--- config.mk ---
export PLATFORM = sky130hd
export DESIGN_NAME = clksw_initiator
export DESIGN_NICKNAME = d
export VERILOG_FILES = /design/src/rtl/clksw_pkg.sv /design/src/rtl/clksw_sync.sv /design/src/rtl/clksw_initiator.sv
export SDC_FILE = /design/constraint.sdc
export NUM_CORES = 1
export LEC_CHECK = 0
export ABC_AREA = 1
export BUFFER_PORTS_ARGS = -buffer_cell sky130_fd_sc_hd__buf_4
export CAP_MARGIN = 20
export CORE_MARGIN = 8
export CORE_UTILIZATION = 59
export CTS_CLUSTER_DIAMETER = 80
export CTS_CLUSTER_SIZE = 30
export DETAILED_ROUTE_END_ITERATION = 8
export PLACE_DENSITY = 0.92
export SLEW_MARGIN = 10
export SYNTH_ARGS = -nofsm -noshare
export SYNTH_HDL_FRONTEND = slang
export SYNTH_SLANG_ARGS = --single-unit
--- constraint.sdc ---
create_clock -name hsclk_in -period 4.75 [get_ports hsclk_in]
set_clock_uncertainty 0.15 [all_clocks]
set_input_delay 0.2375 -clock hsclk_in [delete_from_list [all_inputs] [get_ports hsclk_in]]
set_output_delay 0.2375 -clock hsclk_in [all_outputs]
set_load 0.005 [all_outputs]
--- src/rtl/clksw_pkg.sv ---
// Shared types and defaults for the fast/host clock-switch initiator.
// State encoding plus the output decode used by the FSM.
package clksw_pkg;

  typedef enum logic [1:0] {
    ST_LS    = 2'd0,
    ST_TO_HS = 2'd1,
    ST_HS    = 2'd2,
    ST_TO_LS = 2'd3
  } clksw_state_e;

  localparam int DEF_SYNC    = 2;
  localparam int DEF_HOLDOFF = 4;
  localparam int DEF_TIMEOUT = 255;
  localparam int DEF_TMR_W   = 8;

  typedef struct packed {
    logic sel;
    logic ls_act;
    logic hs_act;
    logic busy;
  } clksw_out_t;

  function automatic clksw_out_t state_outs(
    input clksw_state_e s
  );
    clksw_out_t o;
    o.sel    = (s == ST_TO_HS) || (s == ST_HS);
    o.ls_act = (s == ST_LS);
    o.hs_act = (s == ST_HS);
    o.busy   = (s == ST_TO_HS) || (s == ST_TO_LS);
    return o;
  endfunction

endpackage

--- src/rtl/clksw_sync.sv ---
// N-flop synchroniser for the asynchronous clock-switch acknowledges.
// Reset value is a parameter so each chain can idle in its LS polarity.
module clksw_sync #(
  parameter int   N       = 2,
  parameter logic RST_VAL = 1'b0
) (
  input  logic hsclk_in,
  input  logic rst_b,
  input  logic d,
  output logic q
);

  logic [N-1:0] ff;

  always_ff @(posedge hsclk_in or negedge rst_b) begin
    if (!rst_b) begin
      ff <= {N{RST_VAL}};
    end else begin
      ff <= {ff[N-2:0], d};
    end
  end

  assign q = ff[N-1];

endmodule

--- src/rtl/clksw_initiator.sv ---
// Initiator side of the HS/LS CPU clock-switch handshake.
// Requests the fast clock when allowed and idle, falls back for host access.
module clksw_initiator
  import clksw_pkg::*;
#(
  parameter int SYNC_STAGES = DEF_SYNC,
  parameter int HOLDOFF     = DEF_HOLDOFF,
  parameter int TIMEOUT     = DEF_TIMEOUT,
  parameter int TMR_W       = DEF_TMR_W
) (
  input  logic hsclk_in,
  input  logic rst_b,
  input  logic hs_allow,
  input  logic host_access_req,
  input  logic hsclk_selected,
  input  logic lsclk_selected,
  input  logic err_clr,
  output logic hsclk_sel,
  output logic ls_active,
  output logic hs_active,
  output logic switch_busy,
  output logic timeout_err
);

  localparam logic [TMR_W-1:0] HOLD_V = TMR_W'(HOLDOFF);
  localparam logic [TMR_W-1:0] TO_V   = TMR_W'(TIMEOUT);
  localparam logic [TMR_W-1:0] ONE    = TMR_W'(1);

  clksw_state_e     state;
  clksw_out_t       o_q;
  logic [TMR_W-1:0] cnt;
  logic             hs_ack;
  logic             ls_ack;
  logic             hs_ok;
  logic             ls_ok;
  logic             want_hs;
  logic             cnt_zero;
  logic             to_event;

  clksw_sync #(
    .N       (SYNC_STAGES),
    .RST_VAL (1'b0)
  ) u_hs_sync (
    .hsclk_in (hsclk_in),
    .rst_b    (rst_b),
    .d        (hsclk_selected),
    .q        (hs_ack)
  );

  clksw_sync #(
    .N       (SYNC_STAGES),
    .RST_VAL (1'b1)
  ) u_ls_sync (
    .hsclk_in (hsclk_in),
    .rst_b    (rst_b),
    .d        (lsclk_selected),
    .q        (ls_ack)
  );

  // Both acks equal means the controller is mid-handover: not acked.
  assign hs_ok    = hs_ack & ~ls_ack;
  assign ls_ok    = ls_ack & ~hs_ack;
  assign want_hs  = hs_allow & ~host_access_req;
  assign cnt_zero = (cnt == '0);

  // Fires once, on the 1->0 step, so a cleared error stays cleared.
  assign to_event = (cnt == ONE) &&
    (((state == ST_TO_HS) && !hs_ok) ||
     ((state == ST_TO_LS) && !ls_ok));

  always_ff @(posedge hsclk_in or negedge rst_b) begin
    if (!rst_b) begin
      state       <= ST_LS;
      o_q         <= state_outs(ST_LS);
      cnt         <= HOLD_V;
      timeout_err <= 1'b0;
    end else begin
      if (to_event) begin
        timeout_err <= 1'b1;
      end else if (err_clr) begin
        timeout_err <= 1'b0;
      end
      unique case (state)
        ST_LS: begin
          if (!want_hs) begin
            cnt <= HOLD_V;
          end else if (!cnt_zero) begin
            cnt <= cnt - ONE;
          end else begin
            state <= ST_TO_HS;
            o_q   <= state_outs(ST_TO_HS);
            cnt   <= TO_V;
          end
        end
        ST_TO_HS: begin
          if (hs_ok) begin
            state <= ST_HS;
            o_q   <= state_outs(ST_HS);
          end else if (!cnt_zero) begin
            cnt <= cnt - ONE;
          end
        end
        ST_HS: begin
          if (!want_hs) begin
            state <= ST_TO_LS;
            o_q   <= state_outs(ST_TO_LS);
            cnt   <= TO_V;
          end
        end
        ST_TO_LS: begin
          if (ls_ok) begin
            state <= ST_LS;
            o_q   <= state_outs(ST_LS);
            cnt   <= HOLD_V;
          end else if (!cnt_zero) begin
            cnt <= cnt - ONE;
          end
        end
      endcase
    end
  end

  assign hsclk_sel   = o_q.sel;
  assign ls_active   = o_q.ls_act;
  assign hs_active   = o_q.hs_act;
  assign switch_busy = o_q.busy;

endmodule

Word level (Yosys, flattened, before mapping)
Index checks and enable logic that the tools add are counted.

word-level totals
  logic and storage cells = 58
  output and inout bits = 5
  register bits after elaboration = 19
  input bits = 7

cells by class
  bitwise operators = 6
  add/subtract/negate cells = 1
  eq/ne operators = 10
  mux-type cells = 21
  reductions and logical operators = 11

operators by type and width
  operator               count
  $mux W8                6
  $pmux W8 S4            1
  $mux W4                5
  $pmux W4 S4            1
  $ne A2 B2 Y1 const B   6
  $mux W2                5
  $eq A8 B1 Y1 const B   1
  $logic_not A8 Y1       1
  $pmux W2 S4            1
  $sub A8 B1 Y8 const B  1
  $reduce_and A5 Y1      1
  $eq A2 B2 Y1 const B   2
  $and A1 B1 Y1          3
  $logic_and A1 B1 Y1    3
  $not A1 Y1             3
  $eq A2 B1 Y1 const B   1
  $logic_not A1 Y1       2
  $logic_not A2 Y1       1
  $mux W1                2
  $reduce_and A2 Y1      1
  $reduce_bool A2 Y1     1
  $logic_or A1 B1 Y1     1

Longest topological paths before layout
  depth in word-level cells = 7
  mapped depth = 11
  gate-level depth less buffers = 11

Hierarchy
From an unflattened synthesis, not the netlist that was laid out.

second synthesis, totals
  cell total of the unflattened synthesis = 162
  area, all modules = 1242.4 um2

by module, submodules not included
  module                   instances  area an instance (um2)  cells an instance
  clksw_initiator          1          1139.8                  158
  clksw_sync at u_ls_sync  1          52.6                    2
  clksw_sync at u_hs_sync  1          50.0                    2

Worst setup path after synthesis
Ideal clock, no wire load.

  path type = register to register
  start point = register state[0]
  end point = register cnt[3]
  cell stages (with the launch flop) = 8
  arrival time = 1446 ps
  library setup time = 126 ps
  data required time = 4474 ps
  setup slack = 3028 ps
  path through = dfrtp_1 inv_1 ha_1 clkbuf_1 nor2_1 o21ai_0 nand3_1 o21ai_0

on the way
  longest elaborated chain between the ends = 3
  elaborated cells on any way between the ends = 8
  classes of those cells = 5 x eq/ne; 1 x mux; 2 x reduce/logical

ends and longest elaborated chain
  item                                                 line                    RTL
  start, declared                                      clksw_initiator.sv:29   clksw_state_e state;
  start signal, assigned                               clksw_initiator.sv:73   state <= ST_LS;
  start signal, assigned                               clksw_initiator.sv:90   state <= ST_TO_HS;
  start signal, assigned                               clksw_initiator.sv:97   state <= ST_HS;
  $eq A2 B1 Y1 / $eq A2 B2 Y1 (equally long branches)  clksw_initiator.sv:83   unique case (state)
  $ne A2 B2 Y1 (no line)                               n/a
  $reduce_and A2 Y1 (no line)                          n/a
  end signal, assigned                                 clksw_initiator.sv:88   cnt <= cnt - ONE;
  end signal, assigned                                 clksw_initiator.sv:100  cnt <= cnt - ONE;
  end signal, assigned                                 clksw_initiator.sv:116  cnt <= cnt - ONE;
  end, declared                                        clksw_initiator.sv:31   logic [TMR_W-1:0] cnt;

Several ways; a longest one is shown, not always the timed one.
A chain may end at the register's enable or synchronous reset.

Final worst setup path
  start point = register cnt[1]
  end point = register cnt[0]

on the way
  longest elaborated chain between the ends = 4
  elaborated cells on any way between the ends = 7
  classes of those cells = 6 x mux; 1 x reduce/logical

ends and longest elaborated chain
  item                                      line                   RTL
  $logic_not A8 Y1 (*)                      clksw_initiator.sv:64  assign cnt_zero = (cnt == '0);
  $mux W8 (on tied branches) (2 in series)  n/a
  $pmux W8 S4 (*)                           clksw_initiator.sv:83

Mark *: on every way between the ends. The rest lies on a longest branch, timed or not. The select of a mux whose other input is x is not followed.

==> results.json <==
{
  "ys_seq_area_share_pct": 38.5,
  "use_met1_pct": 20.3,
  "p_leak_nw": 0.699,
  "fp.dieW_microns": 60.8,
  "clk_transition_reported_paths_ps": 110,
  "rows": 16,
  "cp.depth": 9,
  "slowest_delay_ps": 380,
  "drt_first_pass_iters": 4,
  "io_buffers": 11,
  "core_area_sq_um": 1920,
  "drc": 0,
  "hp-class": "in -> async",
  "rr_endpoint": "cnt[0]",
  "slew_violations": 0,
  "clock_sinks": 18,
  "crit_buf_inv": 2,
  "path_delay_family": "adder cells",
  "reg2reg_slack_ps": 2580,
  "area_growth_pct": 16.0,
  "place_congestion": 0.949,
  "synthCells": 158,
  "dp.cells": 195,
  "criticalPathCategory": "reg -> reg",
  "max_slew_margin_pct": 62.3,
  "yosysTopAreaCellShare_pct": 29.6,
  "fin_tns_setup_ps": 0,
  "slowest_stage": "dfrtp_1",
  "timing.rr.start": "cnt[1]",
  "vias": 1169,
  "grt_pass1_wl_mm": 5.30,
  "worst_setup_path_end_kind": "flop",
  "final_common_cell": "nand2_1",
  "swShare_pct": 51.5,
  "fillers": 139,
  "nNetsFinal": 192,
  "final_cell_mix": "nand2_1 (50), inv_1 (16), nand3_1 (15), dfrtp_1 (14), buf_4 (11)",
  "use_met2_pct": 34.1,
  "synthesis.nets": 173,
  "finalHoldViolCount": 0,
  "powerDensity_nw_per_um2": 697,
  "cp-endpoint": "cnt[0]",
  "drt_wl_total_mm": 3.26,
  "yosysWarnings": 0,
  "die_y_microns": 60.8,
  "viasPerCell": 5.76,
  "num_antenna_cells": 0,
  "synth_area_leaders": "dfrtp_1 (30%), nand2_1 (16%), dfstp_2 (8.9%), ha_1 (8.5%), nand3_1 (6.3%)",
  "wl_per_cell_microns": 16.0,
  "rr_worst_depth": 9,
  "internal_power_uw": 464,
  "grt.met3_usage_pct": 4.03,
  "fin_crit_ps": 2170,
  "p_switching_uw": 493,
  "final_cells": 203,
  "pre_cts_ws_ps": 2790,
  "fmax_mhz": 460,
  "finalSetupViolCount": 0,
  "root_buffer": "clkbuf_4",
  "top_usage_layer": "met2",
  "worst_slew_pin_slew_ps": 564,
  "seqPwrFrac_pct": 28.8,
  "p_clk_share_pct": 10.3,
  "path_max_fanout": 8,
  "ir_drop_uv": 461,
  "insertion_delay_ps": 300,
  "drive_above_1_share_pct": 19.3,
  "dieArea_sq_um": 3700,
  "grt_max_degree": 19,
  "rsz0062_at_grt": "false",
  "initial_core_util_pct": 61.6,
  "post-dp-hpwl_mm": 2.16,
  "io_pins": 12,
  "max_cap_viol_count": 0,
  "h-tree-depth": 1,
  "finalPower_uw": 957,
  "final_antenna_net_count": 0,
  "status": "completed",
  "netlist_area_sq_um": 1180,
  "grt-ovfl-total": 0,
  "startpoint": "cnt[1]",
  "synth-seq-cells": 18,
  "cp_cell_sequence": "inv_1 > ha_1 > nand2_2 > inv_2 > nand2_4 > ha_1 > o21ai_0 > nand3_1 > o21ai_0",
  "yosysTopAreaCell": "dfrtp_1",
  "syn_area_per_cell_sq_um": 7.49,
  "drt_iter0_markers": 69,
  "period_share_pct": 45.7,
  "holdWs_ps": 191,
  "worstPathArrival_ps": 2250,
  "finalWorstSetupSlack_ps": 2580,
  "grt_pass1_vias": 1172,
  "p_comb_share_pct": 60.9,
  "cts_resized": 0,
  "ys_types": 23,
  "grtUsageTotal_pct": 19.1,
  "cts_max_path_buffers": 2,
  "cts_buffers": 3,
  "critPathRequiredTime_ps": 4830,
  "cp-start-kind": "flop",
  "cts_tree": "done",
  "antenna_found_initial": 0
}
==> repair_timing <==
action	in CTS	in global routing
endpoints found under the hold margin	21	0
hold buffers	4	0
buffers inserted	0	0
endpoints found under the setup margin	0	0
==> kinds of logic after synthesis <==
group,count (synthesis),synth area share [%]
compound gates,22,11.3
xor+xnor,3,2.22
fa+ha+maj,8,8.46
buf+inv,22,6.98
flops,18,38.5
simple gates,85,32.6
==> cell usage after synthesis <==
cell type  number
nand2_1        50
inv_1          16
nand3_1        15
dfrtp_1        14
o21ai_0        10
nor2_1          9
ha_1            8
inv_2           5
o21ai_1         5
a21oi_1         4
dfstp_2         4
xor2_1          3
nand2_2         2
nand4_1         2
nor2_2          2
o21ai_4         2
clkbuf_1        1
nand2_4         1
nand3_4         1
nor2_4          1
nor3_1          1
o22ai_1         1
or2_2           1
==> metal layers <==
layer	wire length (microns)	up-vias
li1	-	540
met1	1150	530
met2	1660	83
met3	307	16
met4	142	0
met5	0	-
==> power by group through the flow <==
| stage | combinational [mW] | sequential, mW | clock (mW) |
|---|---|---|---|
| floorplan | 0.405 | 0.264 | 0 |
| global placement | 0.511 | 0.271 | 0 |
| detailed placement | 0.536 | 0.276 | 0 |
| CTS | 0.553 | 0.273 | 0.0973 |
| global route | 0.648 | 0.280 | 0.105 |
| finish | 0.583 | 0.275 | 0.0987 |
==> final cells by class <==
| cell class | instances | area, sq um | share of cell area [%] |
|---|---|---|---|
| Multi-Input combinational cell | 118 | 646 | 47.0 |
| Sequential cell | 18 | 455 | 33.2 |
| Timing Repair Buffer | 15 | 123 | 8.93 |
| Inverter | 21 | 78.8 | 5.74 |
| Clock buffer | 4 | 36.3 | 2.64 |
| Tap cell | 27 | 33.8 | 2.46 |
==> flip-flops by register name (all words and copies together) (netlist names) <==
name / count
cnt: 8
hs_active: 1
hsclk_sel: 1
ls_active: 1
state: 2
timeout_err: 1
u_hs_sync.ff: 2
u_ls_sync.ff: 2
==> stage by stage <==
| step | util [%] | cell area [sq um] |
|---|---|---|
| 6_report | 71.4 | 1370 |
| 5_1_grt | 71.4 | 1370 |
| 4_1_cts | 71.4 | 1370 |
| 3_5_place_dp | 67.4 | 1300 |
| 3_3_place_gp | 67.4 | 1300 |
| 2_1_floorplan | - | 1180 |
==> how the worst min path moves through the flow <==
stage,from,to,slack [ps],depth (start not counted)
floorplan,rst_b,cnt[0],-210,0
global placement,rst_b,u_hs_sync.ff[1],-40,1
detailed placement,rst_b,u_hs_sync.ff[1],-40,1
CTS,rst_b,hs_active,180,2
global route,host_access_req,cnt[7],200,6
finish,rst_b,cnt[0],190,2
==> worst reg2reg max path: cells and delay by family, from the launching register on <==
family	cells	cell delay (ps)
compound gates	2	410
fa+ha+maj	2	540
buf+inv	2	240
flops	1	380
simple gates	3	370
No activity file was read; power rests on OpenSTA's default activity.
